===== src/rtl/hilo_muldiv_if.sv =====
// Decoder-to-muldiv bundle: op flags and operands in, status, HI/LO and
// read data out.
interface hilo_muldiv_if #(
    parameter int WIDTH = 32
);
    logic             MULT_FLAG;
    logic             MULTU_FLAG;
    logic             DIV_FLAG;
    logic             DIVU_FLAG;
    logic             MTHI_FLAG;
    logic             MTLO_FLAG;
    logic             MFHI_FLAG;
    logic             MFLO_FLAG;
    logic [WIDTH-1:0] rs_data;
    logic [WIDTH-1:0] rt_data;
    logic             stall;
    logic             busy;
    logic             done;
    logic             div_zero;
    logic [WIDTH-1:0] hi;
    logic [WIDTH-1:0] lo;
    logic [WIDTH-1:0] rd_data;

    modport slave (
        input  MULT_FLAG, MULTU_FLAG, DIV_FLAG, DIVU_FLAG,
        input  MTHI_FLAG, MTLO_FLAG, MFHI_FLAG, MFLO_FLAG,
        input  rs_data, rt_data,
        output stall, busy, done, div_zero,
        output hi, lo, rd_data
    );

    modport master (
        output MULT_FLAG, MULTU_FLAG, DIV_FLAG, DIVU_FLAG,
        output MTHI_FLAG, MTLO_FLAG, MFHI_FLAG, MFLO_FLAG,
        output rs_data, rt_data,
        input  stall, busy, done, div_zero,
        input  hi, lo, rd_data
    );
endinterface


===== src/rtl/hilo_muldiv.sv =====
// Iterative radix-2 multiply / restoring divide with HI/LO registers.
// Operands are made unsigned up front; signs are reapplied at commit.
module hilo_muldiv #(
    parameter int WIDTH = 32,
    parameter int CNT_W = 5
) (
    input logic          clk,
    input logic          rst,
    hilo_muldiv_if.slave bus
);
    typedef enum logic [1:0] {IDLE, CALC, FIX} state_e;

    state_e             state_q, state_d;
    logic [CNT_W-1:0]   cnt_q, cnt_d;
    logic [2*WIDTH-1:0] acc_q, acc_d;
    logic [WIDTH-1:0]   opb_q, opb_d;
    logic               sa_q, sa_d;
    logic               sb_q, sb_d;
    logic               div_q, div_d;
    logic [WIDTH-1:0]   hi_q, hi_d;
    logic [WIDTH-1:0]   lo_q, lo_d;
    logic               done_q, done_d;
    logic               dz_q, dz_d;

    logic             start;
    logic             is_sgn;
    logic             is_div;
    logic [WIDTH-1:0] mag_a;
    logic [WIDTH-1:0] mag_b;
    logic [WIDTH:0]   mul_sum;
    logic [WIDTH:0]   div_sh;
    logic [WIDTH:0]   div_diff;
    logic [WIDTH-1:0] quo;
    logic [WIDTH-1:0] rem;

    assign start  = bus.MULT_FLAG | bus.MULTU_FLAG
                  | bus.DIV_FLAG  | bus.DIVU_FLAG;
    assign is_sgn = bus.MULT_FLAG | bus.DIV_FLAG;
    assign is_div = bus.DIV_FLAG  | bus.DIVU_FLAG;

    assign mag_a = (is_sgn && bus.rs_data[WIDTH-1])
                 ? -bus.rs_data : bus.rs_data;
    assign mag_b = (is_sgn && bus.rt_data[WIDTH-1])
                 ? -bus.rt_data : bus.rt_data;

    // Multiply: acc = {partial, multiplier}; divide: acc = {rem, dividend/quotient}
    assign mul_sum  = {1'b0, acc_q[2*WIDTH-1:WIDTH]}
                    + (acc_q[0] ? {1'b0, opb_q} : '0);
    assign div_sh   = acc_q[2*WIDTH-1:WIDTH-1];
    assign div_diff = div_sh - {1'b0, opb_q};
    assign quo      = acc_q[WIDTH-1:0];
    assign rem      = acc_q[2*WIDTH-1:WIDTH];

    always_comb begin
        state_d = state_q;
        cnt_d   = cnt_q;
        acc_d   = acc_q;
        opb_d   = opb_q;
        sa_d    = sa_q;
        sb_d    = sb_q;
        div_d   = div_q;
        hi_d    = hi_q;
        lo_d    = lo_q;
        done_d  = 1'b0;
        dz_d    = 1'b0;
        unique case (state_q)
            IDLE: begin
                if (start) begin
                    acc_d   = {{WIDTH{1'b0}}, is_div ? mag_a : mag_b};
                    opb_d   = is_div ? mag_b : mag_a;
                    sa_d    = is_sgn & bus.rs_data[WIDTH-1];
                    sb_d    = is_sgn & bus.rt_data[WIDTH-1];
                    div_d   = is_div;
                    cnt_d   = '0;
                    state_d = CALC;
                end else begin
                    if (bus.MTHI_FLAG) hi_d = bus.rs_data;
                    if (bus.MTLO_FLAG) lo_d = bus.rs_data;
                end
            end
            CALC: begin
                if (div_q) begin
                    if (!div_diff[WIDTH])
                        acc_d = {div_diff[WIDTH-1:0], acc_q[WIDTH-2:0], 1'b1};
                    else
                        acc_d = {div_sh[WIDTH-1:0], acc_q[WIDTH-2:0], 1'b0};
                end else begin
                    acc_d = {mul_sum, acc_q[WIDTH-1:1]};
                end
                cnt_d = cnt_q + 1'b1;
                if (cnt_q == CNT_W'(WIDTH - 1)) state_d = FIX;
            end
            FIX: begin
                done_d  = 1'b1;
                state_d = IDLE;
                if (div_q) begin
                    // A zero divisor leaves the dividend magnitude in rem
                    hi_d = sa_q ? -rem : rem;
                    if (opb_q == '0) begin
                        dz_d = 1'b1;
                        lo_d = '1;
                    end else begin
                        lo_d = (sa_q ^ sb_q) ? -quo : quo;
                    end
                end else begin
                    {hi_d, lo_d} = (sa_q ^ sb_q) ? -acc_q : acc_q;
                end
            end
            default: state_d = IDLE;
        endcase
    end

    always_ff @(posedge clk) begin
        if (rst) begin
            state_q <= IDLE;
            cnt_q   <= '0;
            acc_q   <= '0;
            opb_q   <= '0;
            sa_q    <= 1'b0;
            sb_q    <= 1'b0;
            div_q   <= 1'b0;
            hi_q    <= '0;
            lo_q    <= '0;
            done_q  <= 1'b0;
            dz_q    <= 1'b0;
        end else begin
            state_q <= state_d;
            cnt_q   <= cnt_d;
            acc_q   <= acc_d;
            opb_q   <= opb_d;
            sa_q    <= sa_d;
            sb_q    <= sb_d;
            div_q   <= div_d;
            hi_q    <= hi_d;
            lo_q    <= lo_d;
            done_q  <= done_d;
            dz_q    <= dz_d;
        end
    end

    assign bus.stall    = ((state_q == IDLE) && start) || (state_q == CALC);
    assign bus.busy     = (state_q != IDLE);
    assign bus.done     = done_q;
    assign bus.div_zero = dz_q;
    assign bus.hi       = hi_q;
    assign bus.lo       = lo_q;
    assign bus.rd_data  = bus.MFHI_FLAG ? hi_q
                        : bus.MFLO_FLAG ? lo_q : '0;
endmodule

===== src/flat_wrapper.sv =====
// flat-port wrapper written by rule: the top's interface ports become plain ports
module hilo_muldiv_flat 
#(
    parameter int WIDTH = 32,
    parameter int CNT_W = 5
)
  (clk, rst, bus_MULT_FLAG, bus_MULTU_FLAG, bus_DIV_FLAG, bus_DIVU_FLAG, bus_MTHI_FLAG, bus_MTLO_FLAG, bus_MFHI_FLAG, bus_MFLO_FLAG, bus_rs_data, bus_rt_data, bus_stall, bus_busy, bus_done, bus_div_zero, bus_hi, bus_lo, bus_rd_data);
  hilo_muldiv_if #(.WIDTH(WIDTH)) bus_i ();
  input logic clk;
  input logic rst;
  input wire logic [$bits(bus_i.MULT_FLAG)-1:0] bus_MULT_FLAG;
  input wire logic [$bits(bus_i.MULTU_FLAG)-1:0] bus_MULTU_FLAG;
  input wire logic [$bits(bus_i.DIV_FLAG)-1:0] bus_DIV_FLAG;
  input wire logic [$bits(bus_i.DIVU_FLAG)-1:0] bus_DIVU_FLAG;
  input wire logic [$bits(bus_i.MTHI_FLAG)-1:0] bus_MTHI_FLAG;
  input wire logic [$bits(bus_i.MTLO_FLAG)-1:0] bus_MTLO_FLAG;
  input wire logic [$bits(bus_i.MFHI_FLAG)-1:0] bus_MFHI_FLAG;
  input wire logic [$bits(bus_i.MFLO_FLAG)-1:0] bus_MFLO_FLAG;
  input wire logic [$bits(bus_i.rs_data)-1:0] bus_rs_data;
  input wire logic [$bits(bus_i.rt_data)-1:0] bus_rt_data;
  output wire logic [$bits(bus_i.stall)-1:0] bus_stall;
  output wire logic [$bits(bus_i.busy)-1:0] bus_busy;
  output wire logic [$bits(bus_i.done)-1:0] bus_done;
  output wire logic [$bits(bus_i.div_zero)-1:0] bus_div_zero;
  output wire logic [$bits(bus_i.hi)-1:0] bus_hi;
  output wire logic [$bits(bus_i.lo)-1:0] bus_lo;
  output wire logic [$bits(bus_i.rd_data)-1:0] bus_rd_data;
  assign bus_i.MULT_FLAG = bus_MULT_FLAG;
  assign bus_i.MULTU_FLAG = bus_MULTU_FLAG;
  assign bus_i.DIV_FLAG = bus_DIV_FLAG;
  assign bus_i.DIVU_FLAG = bus_DIVU_FLAG;
  assign bus_i.MTHI_FLAG = bus_MTHI_FLAG;
  assign bus_i.MTLO_FLAG = bus_MTLO_FLAG;
  assign bus_i.MFHI_FLAG = bus_MFHI_FLAG;
  assign bus_i.MFLO_FLAG = bus_MFLO_FLAG;
  assign bus_i.rs_data = bus_rs_data;
  assign bus_i.rt_data = bus_rt_data;
  assign bus_stall = bus_i.stall;
  assign bus_busy = bus_i.busy;
  assign bus_done = bus_i.done;
  assign bus_div_zero = bus_i.div_zero;
  assign bus_hi = bus_i.hi;
  assign bus_lo = bus_i.lo;
  assign bus_rd_data = bus_i.rd_data;
  hilo_muldiv #(.WIDTH(WIDTH), .CNT_W(CNT_W)) u_core (.clk(clk), .rst(rst), .bus(bus_i));
endmodule

===== config.mk =====
export PLATFORM = sky130hd
export DESIGN_NAME = hilo_muldiv_flat
export DESIGN_NICKNAME = d
export VERILOG_FILES = /design/src/rtl/hilo_muldiv_if.sv /design/src/rtl/hilo_muldiv.sv /design/src/flat_wrapper.sv
export SDC_FILE = /design/constraint.sdc
export NUM_CORES = 1
export LEC_CHECK = 0
export CAP_MARGIN = 10
export CORE_ASPECT_RATIO = 1.5
export CORE_UTILIZATION = 40
export DETAILED_ROUTE_END_ITERATION = 8
export DONT_BUFFER_PORTS = 1
export PLACE_DENSITY = 0.58
export RECOVER_POWER = 100
export REMOVE_ABC_BUFFERS = 1
export SYNTH_ARGS = -nofsm -noshare
export SYNTH_HDL_FRONTEND = slang
export SYNTH_SLANG_ARGS = --single-unit

===== constraint.sdc =====
create_clock -name clk -period 3.8 [get_ports clk]
set_clock_uncertainty 0.2 [all_clocks]
set_input_delay 0.57 -clock clk [delete_from_list [all_inputs] [get_ports clk]]
set_output_delay 0.57 -clock clk [all_outputs]
set_load 0.005 [all_outputs]

==> reports/metrics.yaml, run 1 <==
placement:
  place.gp.congestion: 1.002
  place_area_um2: 15850
  dpl.cell_count: 2505
  io_buffers: 0
  place_hpwl_mm: 44.31
cells_and_area:
  diodes: 0
  most-common-layout-cells: "241 x nor2_1, 232 x nand2_1, 203 x a21oi_1"
  final_area_um2: 16490
  finalNetCount: 2193
  final_cells: 2544
  drive_gt1_share_pct: 9.612
  area_delta_synth_final_pct: 10.91
  layout_commonest_cell: "nor2_1"
floorplan:
  placementRows: 86
  ios: 174
  die_x_um: 159.4
  initial_core_util_pct: 40.52
  die_y_um: 238.1
  core_um2: 36690
  die_area_um2: 37960
global_route:
  grt_util_all_layers_pct: 29.24
  grt-ovfl-total: 0
  grt_pass1_vias: 15190
  grt_max_degree: 103
  antenna_found_initial: 0
  grt_pass1_wl_mm: 85.82
critical_path:
  critPathRequiredTime_ps: 3980
  start_kind: "flop"
  path_class: "reg -> reg"
  worst_ep_arrival_time_ps: 3920
  end_kind: "flop"
  crit_fanout: 3
timing:
  setup_viol: 0
  max-slew-margin-rel_pct: -4.668
  final-hold-violation-count: 0
  tightest_slew_ps: 1560
  fmax_ghz: 0.2675
  slew_viol_final: 16
  holdWs_ps: 44.32
  finalCritPeriodShare_pct: 98.39
  fin_crit_ps: 3739
  finalSetupTns_ps: 0
synthesis:
  yosysUniqueCellTypes: 84
  ys_seq_area_share_pct: 23.16
  synth_seq_cells: 172
  yosysTopAreaCell: "dfxtp_1"
  syn-instance-count: 2056
  synth-edff-count: 0
  synth-async-reset-ratio_pct: 0
  synthTopCellsByArea: "dfxtp_1 23%, a21oi_1 6.9%, nor2_1 6.2%, xnor2_1 6.1%, ha_1 5.9%"
  ys.flop_type: "dfxtp_1"
  post-synth-top-area-fraction_pct: 23.16
  postSynthAreaPerCell_um2: 7.231
  netlist_area_um2: 14870
  yosysWarningCount: 0
clock_tree:
  clock_latency_ps: 460
  cts_tree: "built"
  cts_root_buffer: "clkbuf_16"
  clk_path_buf_depth: 2
  clk_transition_reported_paths_ps: 70
  cts.sinks: 172
  cts.htree.levels: 4
  numCtsBuffers: 17
status:
  status: "finished, violations left"
  violations: "max-capacitance violations, max-slew violations"
drt:
  detail-route-antenna-nets: 0
  drt_iter0_markers: 1133
  drcViolationCount: 0
  viasPerCell: 6.125
  vias: 15580
  wl_mm: 56.51
  wl_per_cell_um: 22.21
  first_pass_iters: 6
pwr:
  ir_drop_v: 0.0003514
  total_power_mw: 6.640
  p_leak_nw: 6.396
  power_density_nw_per_um2: 402.7
min_path:
  hold_class: "in -> reg"
job:
  maxCapViolCount: 1
per-layer routing:
metal,vias to the layer above,global-route usage (%),wire length [um]
li1,7412,-,-
met1,7403,31.64,21590
met2,592,54.33,28910
met3,174,3.303,2606
met4,0,17.72,3398
met5,-,0,0
power breakdown:
part / switching, mW / internal (mW) / total (mW)
Combinational: 1.55 / 1.09 / 2.64
Clock: 0.827 / 1.08 / 1.90
Sequential: 0.163 / 1.93 / 2.09
cells by family after synthesis:
family	Yosys count	share of synthesized area [%]
DFF	172	23.16
adders and majority gates	72	6.161
and+or+nand+nor	691	21.42
buffers and inverters	213	5.445
muxes	62	4.216
AOI/OAI and AO/OA	672	29.35
xor gates and xnor gates	174	10.25
worst max-delay path: stages, from the launching register on:
cell and delay, ps:
dfxtp_1 330, inv_1 90, ha_1 220, fa_1 380
nand2b_1 210, a21oi_2 250, o21ai_1 170, o311a_1 460
a211oi_2 380, nor2_2 130, o21ai_1 190, xor2_1 270
mux2i_1 160, a32oi_1 220
Yosys cell counts, types with 20 or more instances:
cell and n:
clkbuf_1 126, a22oi_1 30, nor3_1 43, xnor2_1 103
mux2i_1 57, dfxtp_1 172, nor2_1 245, o21ai_0 151
nand3_1 25, xor2_1 71, a21o_1 33, nor4_1 22
a21oi_1 205, inv_1 66, a211oi_1 45, nand2_1 232
a221oi_1 20, ha_1 70, o221ai_1 29
area by class of cell:
class | instances | area [um^2]
fill | 3743 | 20200
multi-input combinational | 1671 | 10660
sequential | 172 | 3445
timing repair buffer | 119 | 913.4
tap | 484 | 605.6
clock buffer | 20 | 456.7
inverter | 66 | 247.7
clock inverter | 12 | 162.7
state kept, by name, indices dropped and copies added (netlist names):
signal / flops
u_core.acc_q: 64
u_core.bus.div_zero: 1
u_core.bus.done: 1
u_core.bus.hi: 32
u_core.bus.lo: 32
u_core.cnt_q: 5
u_core.div_q: 1
u_core.opb_q: 32
u_core.sa_q: 1
u_core.sb_q: 1
u_core.state_q: 2
stage by stage:
| stage | utilization, % | setup slack [ps] |
|---|---|---|
| floorplan | - | -1558 |
| global placement | 43.20 | -160.6 |
| CTS | 45.01 | 3.991 |
| global route | 44.94 | -11.92 |
| detailed placement | 43.20 | -258.5 |
| finish | 44.94 | 61.13 |
worst paths after layout:
kind,startpoint,end,slack [ps],cells past startpoint
max,u_core.acc_q[31],u_core.acc_q[62],60,13
max reg2reg,u_core.acc_q[31],u_core.acc_q[62],60,13
min reg2reg,u_core.opb_q[10],u_core.opb_q[10],270,2
min,rst,u_core.acc_q[0],40,1
repair_timing:
item,CTS,global route
endpoints found under the setup margin,31,12
pin swaps,0,5
hold endpoints to repair,31,0
hold buffers,1,0
gates cloned,0,0
buffers inserted,0,6
resized for setup,4,8
(Power assumes the default switching activity.)
==> run 2: changes to the inputs <==
--- a/config.mk
+++ b/config.mk
@@ -7,12 +7,12 @@
 export LEC_CHECK = 0
 export CAP_MARGIN = 10
 export CORE_ASPECT_RATIO = 1.5
+export CORE_MARGIN = 2
 export CORE_UTILIZATION = 40
 export DETAILED_ROUTE_END_ITERATION = 8
 export DONT_BUFFER_PORTS = 1
 export PLACE_DENSITY = 0.58
 export RECOVER_POWER = 100
-export REMOVE_ABC_BUFFERS = 1
 export SYNTH_ARGS = -nofsm -noshare
 export SYNTH_HDL_FRONTEND = slang
 export SYNTH_SLANG_ARGS = --single-unit
==> reports/metrics.yaml, run 2 (same netlist as run 1, synthesis figures left out) <==
pwr:
  total_power_mw: 6.510
  power_frac_clock_pct: 27.2
  ir_drop_v: 0.0003148
  p_leak_nw: 6.280
  switching_power_mw: 2.687
  power_density_nw_per_um2: 400.2
  switching_share_pct: 41.27
  intPower_mw: 3.823
  pwr-share-comb_pct: 40.3
  p_seq_share_pct: 32.5
clock_tree:
  clk_path_buf_depth: 2
  cts.htree.levels: 4
  clock_latency_ps: 470
  numCtsBuffers: 17
  cts_root_buffer: "clkbuf_16"
  cts.sinks: 172
  clk_transition_reported_paths_ps: 70
  postCtsSetupBuffers: 0
  cts_tree: "built"
timing:
  slew_viol_final: 26
  fmax_ghz: 0.2657
  tightest_slew_ps: 1523
  max-slew-margin-rel_pct: -1.535
  setup_viol: 0
  fin_crit_ps: 3764
  final-hold-violation-count: 0
  finalCritPeriodShare_pct: 99.05
  finalSetupTns_ps: 0
  rsz0062_at_grt: "false"
floorplan:
  ios: 174
  initial_core_util_pct: 40.52
  die_area_um2: 38760
  die_x_um: 161.4
  placementRows: 86
  core_um2: 36690
  die_y_um: 240.1
job:
  maxCapViolCount: 1
critical_path:
  crit_slowest_cell: "nor2_1"
  path_class: "reg -> reg"
  critPathMaxStageDelay_ps: 560
  start_kind: "flop"
  crit_fanout: 22
  worst_ep_arrival_time_ps: 3910
  ff2ff_path_depth: 9
  cpMostUsedCell: "nor2_1"
  critPathRequiredTime_ps: 3950
  crit_chain: "nor2_1, o21ai_0, nand2_1, nor2_1, o21ai_1, clkbuf_2, a211oi_1, a21oi_1, nor2_1"
  end_kind: "flop"
drt:
  detail-route-antenna-nets: 0
  drt_iter0_markers: 1601
  wl_per_cell_um: 25.26
  first_pass_iters: 9
  vias: 15870
  drcViolationCount: 0
  viasPerCell: 6.274
  wl_mm: 63.88
global_route:
  antenna_found_initial: 1
  grt_pass1_vias: 15130
  grt-ovfl-total: 0
  grt_util_all_layers_pct: 32.06
  grt_pass1_wl_mm: 93.47
  grt_max_degree: 130
cells_and_area:
  most-common-layout-cells: "242 x nor2_1, 232 x nand2_1, 203 x a21oi_1"
  area_delta_synth_final_pct: 9.435
  largest_reg_flops: 64
  top_register: "u_core.acc_q"
  layout_commonest_cell: "nor2_1"
  drive_gt1_share_pct: 8.721
  nFillCells: 3858
  final_area_um2: 16270
  finalNetCount: 2174
placement:
  place.gp.congestion: 1.020
  place_area_um2: 15720
  place_hpwl_mm: 50.18
  io_buffers: 0
min_path:
  hold_depth: 1
  hold_class: "in -> reg"
status:
  status: "finished, violations left"
  violations: "max-capacitance violations, max-slew violations"
synthesis:
  synth_nets: 2202
## run 2: changes by cell type in the layout (fill, tap and decap cells not counted), moves of 3 or more
| cell | delta |
|---|---|
| inv_8 | +3 |
| buf_4 | -11 |
| o21ai_1 | -5 |
| bufinv_16 | -3 |
| o21ai_0 | +6 |
| diode_2 | +4 |
| clkinvlp_4 | -3 |
| inv_6 | +4 |
| clkbuf_1 | -7 |
## run 2: power groups by stage
stage	Sequential [mW]	Combinational (mW)	Clock [mW]
5_1_grt	2.12	2.82	1.86
6_report	2.11	2.62	1.77
3_3_place_gp	2.15	2.55	0
3_5_place_dp	2.15	2.56	0
2_1_floorplan	2.07	1.85	0
4_1_cts	2.11	2.58	1.80
## run 2: area by class of cell
type | count | area, um^2 | area share [%]
Clock buffer | 17 | 425.4 | 2.615
Antenna cell | 4 | 10.01 | 0.06152
Sequential cell | 172 | 3445 | 21.17
Clock inverter | 15 | 147.6 | 0.9075
Timing Repair Buffer | 100 | 770.7 | 4.737
Tap cell | 484 | 605.6 | 3.722
Inverter | 66 | 247.7 | 1.523
Multi-Input combinational cell | 1671 | 10620 | 65.26
## run 2: worst paths after layout
path | start | to | slack, ps
min | rst | u_core.opb_q[30] | 60
min reg2reg | u_core.opb_q[10] | u_core.opb_q[10] | 270
max | u_core.state_q[1] | u_core.bus.hi[0] | 40
max reg2reg | u_core.state_q[1] | u_core.bus.hi[0] | 40
## run 2: routing by layer
| layer | wire length, um | global-route usage (%) | vias up |
|---|---|---|---|
| li1 | - | - | 7377 |
| met1 | 23330 | 33.73 | 7563 |
| met2 | 31250 | 56.79 | 707 |
| met3 | 3799 | 5.796 | 221 |
| met4 | 5501 | 24.00 | 0 |
| met5 | 0 | 0 | - |
## run 2: stage by stage
step / util, % / hold WS [ps] / worst slack, ps / std cells
final: 44.34 / 61.55 / 36.19 / 2529
after global routing: 44.33 / 25.39 / 10.03 / 2528
after CTS: 44.43 / 13.26 / 110.0 / 2525
after detailed placement: 42.84 / 260.3 / 121.2 / 2492
after global placement: 42.84 / 241.7 / 230.3 / 2492
after floorplan: - / 231.9 / 325.6 / 2056
## run 2: critical path, delay by kind of cell (launching register included)
| kind | cells | cell delay [ps] |
|---|---|---|
| flip-flops | 1 | 420 |
| AO/OA/AOI/OAI | 4 | 1250 |
| AND/OR/NAND/NOR | 4 | 1220 |
| buffers and inverters | 1 | 550 |
## run 2: repair_timing
item | in CTS | in global routing
endpoints found under the hold margin | 4 | 0
setup endpoints to repair | 0 | 9
hold buffers | 1 | 0
resized for setup | 0 | 5
==> run 3: changes to the inputs <==
--- a/config.mk
+++ b/config.mk
@@ -7,7 +7,7 @@
 export LEC_CHECK = 0
 export CAP_MARGIN = 10
 export CORE_ASPECT_RATIO = 1.5
-export CORE_MARGIN = 2
+export CORE_MARGIN = 5
 export CORE_UTILIZATION = 40
 export DETAILED_ROUTE_END_ITERATION = 8
 export DONT_BUFFER_PORTS = 1
==> reports/metrics.yaml, run 3 (same netlist as run 1, synthesis figures left out) <==
critical_path:
  end_kind: "flop"
  r2r_slack_ps: 240
  ff2ff_path_depth: 10
  worst_ep_arrival_time_ps: 3720
  start_kind: "flop"
  cp-startpoint: "u_core.state_q[1]"
  crit_fanout: 18
  critPathRequiredTime_ps: 3960
  path_class: "reg -> reg"
  r2r-start: "u_core.state_q[1]"
  crit_end: "u_core.bus.hi[19]"
  r2r-end: "u_core.bus.hi[19]"
global_route:
  grt_pass1_wl_mm: 96.04
  grt-ovfl-total: 0
  grt_util_all_layers_pct: 30.15
  grt_pass1_vias: 15530
  grt_max_degree: 133
  antenna_found_initial: 1
cells_and_area:
  most-common-layout-cells: "243 x nor2_1, 232 x nand2_1, 204 x a21oi_1"
  largest_reg_flops: 64
  area_delta_synth_final_pct: 9.603
  finalNetCount: 2185
  diodes: 0
  final_area_um2: 16290
  drive_gt1_share_pct: 8.626
  top_register: "u_core.acc_q"
  layout_commonest_cell: "nor2_1"
floorplan:
  placementRows: 86
  die_x_um: 167.4
  core_um2: 36800
  ios: 174
  initial_core_util_pct: 40.40
  die_y_um: 246.1
  die_area_um2: 41200
timing:
  tightest_slew_ps: 1710
  setup_viol: 0
  fmax_ghz: 0.2811
  max-slew-margin-rel_pct: -14.00
  final-hold-violation-count: 0
  finalSetupTns_ps: 0
  rsz0062_at_grt: "false"
  holdWs_ps: 37.20
  finalCritPeriodShare_pct: 93.61
  fin_crit_ps: 3557
  slew_viol_final: 34
clock_tree:
  cts.htree.levels: 4
  cts.sinks: 172
  clk_path_buf_depth: 2
  clk_transition_reported_paths_ps: 80
  cts_root_buffer: "clkbuf_16"
  cts_tree: "built"
  clock_latency_ps: 460
  postCtsSetupBuffers: 0
  numCtsBuffers: 17
placement:
  place.gp.congestion: 1.018
  io_buffers: 0
  place_hpwl_mm: 51.20
  place_area_um2: 15820
drt:
  drt_iter0_markers: 1700
  wl_per_cell_um: 25.50
  viasPerCell: 6.265
  wl_mm: 64.68
  drcViolationCount: 0
  detail-route-antenna-nets: 0
  first_pass_iters: 8
  vias: 15890
status:
  violations: "max-capacitance violations, max-slew violations"
  status: "finished, violations left"
pwr:
  ir_drop_v: 0.0002488
  p_leak_nw: 6.294
  power_density_nw_per_um2: 401.5
min_path:
  hold_class: "in -> reg"
  min-delay-start: "rst"
  hold_depth: 1
synthesis:
  synth_nets: 2202
job:
  maxCapViolCount: 1
run 3: power by group:
| group | switching, mW | internal, mW | leakage (nW) |
|---|---|---|---|
| sequential | 0.175 | 1.93 | 1.41 |
| combinational | 1.62 | 1.04 | 4.61 |
| clock | 0.902 | 0.873 | 0.280 |
| total | 2.70 | 3.84 | 6.29 |
run 3: through the flow:
stage	setup slack [ps]	cells	power (mW)	util, %
after detailed placement	173.6	2503	4.769	42.99
after CTS	167.7	2536	6.530	44.57
after global placement	284.5	2503	4.760	42.99
final	242.7	2536	6.541	44.28
after global routing	37.03	2536	6.849	44.28
after floorplan	325.6	2056	3.922	-
run 3: what timing repair did:
item,4_1_cts,5_1_grt
hold buffers,1,0
endpoints found under the setup margin,0,5
gates resized for setup,0,5
hold endpoints to repair,1,0
run 3: cell type report:
| cell class | instances | area (um^2) |
|---|---|---|
| inverters | 66 | 247.7 |
| repair buffers | 111 | 812.0 |
| clock buffers | 17 | 425.4 |
| fillers | 3840 | 20510 |
| flip-flops and latches | 172 | 3445 |
| clock inverters | 15 | 143.9 |
| multi-input cells | 1671 | 10620 |
| well taps | 484 | 605.6 |
run 3: how the worst min path moves through the flow:
stage	end	slack (ps)
global route	u_core.state_q[0]	10
detailed placement	u_core.opb_q[10]	250
CTS	u_core.bus.lo[19]	10
floorplan	u_core.opb_q[10]	230
global placement	u_core.opb_q[10]	250
finish	u_core.state_q[0]	40
run 3: metal layers:
| metal | vias up | GRT usage (%) | part of all wire (%) |
|---|---|---|---|
| li1 | 7410 | - | - |
| met1 | 7457 | 31.65 | 35 |
| met2 | 769 | 53.02 | 49 |
| met3 | 249 | 5.570 | 6.8 |
| met4 | 2 | 23.10 | 9.5 |
| met5 | - | 0 | 0.017 |
run 3: worst max-delay path: stages (launching register included):
cell and delay, ps:
dfxtp_1 410, nor2_1 520, o21ai_0 330, nand2_1 300
nor2_1 60, clkbuf_1 150, o21ai_1 660, clkbuf_2 510
a211oi_1 120, a21oi_1 140, nor2_1 50
